File: src/rtl/max7219_spi_receiver.sv
// MAX7219-compatible SPI receiver: oversamples SCLK/CS/DIN in the clk domain,
// decodes 16-bit frames into the digit rows and control registers.
module max7219_spi_receiver #(
   parameter int SYNC_STAGES = 2
) (
   input  logic       clk,
   input  logic       rst_n,
   input  logic       sclk_in,
   input  logic       cs_in,
   input  logic       din_in,
   output logic       dout,
   input  logic [2:0] rd_addr,
   output logic [7:0] rd_data,
   output logic [7:0] decode_mode,
   output logic [3:0] intensity,
   output logic [2:0] scan_limit,
   output logic       shutdown_n,
   output logic       display_test,
   output logic       frame_valid,
   output logic [3:0] frame_addr,
   output logic [7:0] frame_data,
   output logic       frame_error
);

   logic [SYNC_STAGES-1:0] sclk_sy, cs_sy, din_sy;
   logic sclk_d, cs_d;
   logic sclk_s, cs_s, din_s;
   logic sclk_rise, sclk_fall, cs_rise, cs_fall;
   logic [15:0] shift;
   logic [4:0]  bit_cnt;
   logic        accept, short_frm;
   logic [3:0]  addr;
   logic [7:0]  data;
   logic [2:0]  row_idx;
   logic [7:0]  rows [8];

   assign sclk_s = sclk_sy[SYNC_STAGES-1];
   assign cs_s   = cs_sy[SYNC_STAGES-1];
   assign din_s  = din_sy[SYNC_STAGES-1];

   assign sclk_rise = sclk_s & ~sclk_d;
   assign sclk_fall = ~sclk_s & sclk_d;
   assign cs_rise   = cs_s & ~cs_d;
   assign cs_fall   = ~cs_s & cs_d;

   // bit_cnt saturates at 16, so bit 4 alone marks a complete frame
   assign accept    = cs_rise & bit_cnt[4];
   assign short_frm = cs_rise & ~bit_cnt[4];
   assign addr      = shift[11:8];
   assign data      = shift[7:0];
   assign row_idx   = addr[2:0] - 3'd1;

   always_ff @(posedge clk or negedge rst_n) begin
      if (!rst_n) begin
         sclk_sy <= '0;
         cs_sy   <= '1;
         din_sy  <= '0;
         sclk_d  <= 1'b0;
         cs_d    <= 1'b1;
      end else begin
         sclk_sy <= {sclk_sy[SYNC_STAGES-2:0], sclk_in};
         cs_sy   <= {cs_sy[SYNC_STAGES-2:0], cs_in};
         din_sy  <= {din_sy[SYNC_STAGES-2:0], din_in};
         sclk_d  <= sclk_s;
         cs_d    <= cs_s;
      end
   end

   always_ff @(posedge clk or negedge rst_n) begin
      if (!rst_n) begin
         shift   <= '0;
         bit_cnt <= '0;
         dout    <= 1'b0;
      end else begin
         if (cs_fall) begin
            bit_cnt <= '0;
         end else if (sclk_rise && !cs_s) begin
            shift <= {shift[14:0], din_s};
            if (!bit_cnt[4]) bit_cnt <= bit_cnt + 5'd1;
         end
         if (sclk_fall) dout <= shift[15];
      end
   end

   always_ff @(posedge clk or negedge rst_n) begin
      if (!rst_n) begin
         for (int i = 0; i < 8; i++) rows[i] <= '0;
         decode_mode  <= '0;
         intensity    <= '0;
         scan_limit   <= '0;
         shutdown_n   <= 1'b0;
         display_test <= 1'b0;
         frame_valid  <= 1'b0;
         frame_error  <= 1'b0;
         frame_addr   <= '0;
         frame_data   <= '0;
      end else begin
         frame_valid <= accept;
         frame_error <= short_frm;
         if (accept) begin
            frame_addr <= addr;
            frame_data <= data;
            case (addr)
               4'h1, 4'h2, 4'h3, 4'h4,
               4'h5, 4'h6, 4'h7, 4'h8: rows[row_idx] <= data;
               4'h9: decode_mode  <= data;
               4'hA: intensity    <= data[3:0];
               4'hB: scan_limit   <= data[2:0];
               4'hC: shutdown_n   <= data[0];
               4'hF: display_test <= data[0];
               default: ;
            endcase
         end
      end
   end

   always_ff @(posedge clk or negedge rst_n) begin
      if (!rst_n) rd_data <= '0;
      else        rd_data <= rows[rd_addr];
   end

endmodule
File: config.mk
export PLATFORM = sky130hd
export DESIGN_NAME = max7219_spi_receiver
export DESIGN_NICKNAME = d
export VERILOG_FILES = /design/src/rtl/max7219_spi_receiver.sv
export SDC_FILE = /design/constraint.sdc
export NUM_CORES = 1
export LEC_CHECK = 0
export ABC_AREA = 1
export CAP_MARGIN = 20
export CORE_MARGIN = 1.5
export CORE_UTILIZATION = 33
export DETAILED_ROUTE_END_ITERATION = 7
export PLACE_DENSITY = 0.62
export SYNTH_ARGS = -nofsm -noshare
export SYNTH_HDL_FRONTEND = slang
export SYNTH_SLANG_ARGS = --single-unit
File: constraint.sdc
create_clock -name clk -period 1.85 [get_ports clk]
set_input_delay 0.185 -clock clk [delete_from_list [all_inputs] [get_ports clk]]
set_output_delay 0.185 -clock clk [all_outputs]
set_load 0.005 [all_outputs]
==> flow_summary.json <==
{
  "layout.area.seq_um2": 3330,
  "antenna_found_initial": 0,
  "wl_mm": 14.9,
  "final_util_pct": 43.0,
  "clk_path_buf_depth": 2,
  "worstPathArrival_ns": 2.04,
  "final_common_cell": "nand2_1",
  "io_pins": 48,
  "synth_xor_area_share_pct": 0.299,
  "power_density_nw_per_um2": 944,
  "crit_fanout": 13,
  "vias": 4793,
  "leakage_nw": 3.69,
  "fin_setup_tns_ns": 0,
  "reg2reg_from": "cs_sy[1]",
  "synth_compound_gate_area_share_pct": 8.79,
  "synthCells": 679,
  "initial_core_util_pct": 33.8,
  "status": "completed",
  "reg2reg_to": "rows[17]",
  "rsz0062_at_grt": "yes",
  "grt_max_degree": 59,
  "required_ns": 2.15,
  "hold_viol_final": 0,
  "max_freq_mhz": 573,
  "fillers": 1675,
  "slew_viol_final": 0,
  "drc": 0,
  "hold_path_depth": 1,
  "critical_path_class": "flop to flop",
  "synth_fa_ha_area_share_pct": 1.07,
  "synthDistinctLibCells": 31,
  "finalCritPeriodShare_pct": 94.3,
  "drt_iter0_drc": 418,
  "antennaDiodeCount": 0,
  "syn_area_um2": 5860,
  "syn_avg_cell_area_um2": 8.63,
  "nNetsFinal": 761,
  "multi_input_area_um2": 2310,
  "synth_top_family_by_area": "simple AND/OR/NAND/NOR gates",
  "clock-root-buffer": "clkbuf_16",
  "reg2regPathDepth": 5,
  "dieArea_um2": 18600,
  "muxShareOfSynthArea_pct": 0,
  "place_area_um2": 6730,
  "maxCapViolCount": 0,
  "hold_class": "primary input to flop",
  "cp-start-kind": "flop",
  "min_from": "cs_in",
  "place.gp.congestion": 0.781,
  "slew_headroom_pct": 59.9,
  "drt_pass1_iterations": 5,
  "via_per_inst": 4.86,
  "clkTransAtPathRegs_ns": 0.05,
  "dp.cells": 946,
  "area_growth_pct": 27.4,
  "cts_tree": "done",
  "crit_path_end_kind": "flop",
  "setup_viol": 0,
  "reg2reg_slack_ns": 0.11,
  "port_buffers": 47,
  "post-dp-hpwl_mm": 9.65,
  "grt.total_usage_pct": 17.3,
  "core.rowCount": 48,
  "cts-buffers-inserted": 17,
  "coreArea_um2": 17400,
  "fin_area_um2": 7470,
  "hold_path_end": "cs_sy[0]",
  "final_cell_mix": "230 x nand2_1, 130 x dfrtp_1, 84 x o21ai_0",
  "instances_no_fill": 986,
  "synth.net_count": 692,
  "gr-total-overflow": 0,
  "htreeDepth": 4,
  "synth-simple-area-share_pct": 28.5,
  "cts_sinks": 133,
  "wl_per_cell_um": 15.1,
  "yosysSeqAreaShare_pct": 56.8,
  "synth-seq-cells": 133,
  "worstMarginPinSlew_ns": 0.602,
  "yosysWarnings": 0,
  "vdd_drop_max_uv": 728,
  "grt_pass1_vias": 4599,
  "fin_worst_skew_ns": 0.00689,
  "fp.dieH_um": 136,
  "clk_latency_ns": 0.41,
  "ant_nets": 0,
  "drive_gt1_share_pct": 13.1,
  "die_width_um": 136,
  "grt_pass1_wl_mm": 24.6,
  "min_period_ns": 1.74
}
## sequential cells by signal, summed over array words and instances, names as in the netlist, 2 cells and up
name         flops
shift           16
decode_mode      8
intensity        4
sclk_sy          2
scan_limit       3
frame_addr       4
rows            64
rd_data          8
cs_sy            2
din_sy           2
bit_cnt          5
frame_data       8
## through the flow
stage	hold slack [ns]	total power, W	setup slack, ns
2_1_floorplan	-0.111	0.00324	0.0554
3_3_place_gp	0.0646	0.00350	0.0665
3_5_place_dp	0.0684	0.00350	0.0763
4_1_cts	0.172	0.00711	0.0514
5_1_grt	0.179	0.00732	-0.0159
6_report	0.187	0.00705	0.106
## power breakdown
| group | switching [W] | leakage (nW) | internal [W] |
|---|---|---|---|
| sequential | 0.000108 | 1.82 | 0.00297 |
| combinational | 0.000246 | 1.55 | 0.000129 |
| clock | 0.00123 | 0.312 | 0.00237 |
## layout make-up
type | count | share of cell area (%)
inverter | 26 | 1.31
sequential | 133 | 44.6
clock buffer | 25 | 7.04
timing repair buffer | 85 | 10.8
multi-input combinational | 485 | 30.9
tap | 225 | 3.77
clock inverter | 7 | 1.54
## cells by family after synthesis
family                   Yosys count
AND/OR/NAND/NOR                  379
buffers and inverters             61
AO/OA/AOI/OAI                     99
flip-flops                       133
XOR/XNOR                           2
adder cells (fa/ha/maj)            5
## what timing repair did
action | 4_1_cts | 5_1_grt
hold endpoints to repair | 130 | 0
hold buffers | 1 | 0
setup endpoints to repair | 0 | 51
resized for setup | 0 | 7
buffers inserted | 0 | 7
## cell usage after synthesis
| master | count | share of area, % |
|---|---|---|
| nand2_1 | 230 | 15 |
| a21boi_0 | 1 | 0.13 |
| nor2_1 | 59 | 3.8 |
| o21ai_1 | 4 | 0.34 |
| nor2_4 | 5 | 0.96 |
| nand3_4 | 1 | 0.30 |
| inv_1 | 21 | 1.3 |
| buf_4 | 4 | 0.51 |
| dfstp_2 | 3 | 1.3 |
| nand3_1 | 33 | 2.8 |
| a21oi_1 | 6 | 0.51 |
| ha_1 | 5 | 1.1 |
| o21ai_0 | 84 | 7.2 |
| buf_6 | 1 | 0.19 |
| nand4_1 | 40 | 4.3 |
| buf_1 | 1 | 0.064 |
| buf_2 | 9 | 0.77 |
| nand2_4 | 1 | 0.19 |
| xnor2_1 | 1 | 0.15 |
| nand3_2 | 2 | 0.34 |
| inv_2 | 5 | 0.32 |
| xor2_1 | 1 | 0.15 |
| a31oi_1 | 2 | 0.21 |
| a21oi_2 | 1 | 0.15 |
| a21oi_4 | 1 | 0.28 |
| nor3_2 | 1 | 0.17 |
| nor3_1 | 1 | 0.085 |
| nand4_4 | 1 | 0.36 |
| clkbuf_1 | 20 | 1.3 |
| nand2_2 | 5 | 0.53 |
| dfrtp_1 | 130 | 55 |
## worst max path at each step
| stage | start | to | slack, ns |
|---|---|---|---|
| after floorplan | shift[8] | rows[0] | 0.06 |
| after global placement | rd_addr[0] | rd_data[5] | 0.07 |
| after detailed placement | shift[9] | rows[3] | 0.08 |
| after CTS | shift[9] | rows[17] | 0.05 |
| after global routing | shift[9] | rows[49] | -0.02 |
| final | cs_sy[1] | rows[17] | 0.11 |
## worst max-delay path, stage by stage, from the launching register on
cell	delay [ns]
dfstp_2	0.61
nand3_4	0.18
nor2_4	0.38
nand3_2	0.27
nand2_1	0.13
nand2_1	0.06
## per-layer routing
layer	vias up	track usage (%)	wire length, um
li1	2377	-	-
met1	2258	24.5	7200
met2	143	25.6	6550
met3	15	4.88	913
met4	0	5.14	193
met5	-	0	0
No activity file was read; power rests on OpenSTA's default activity.
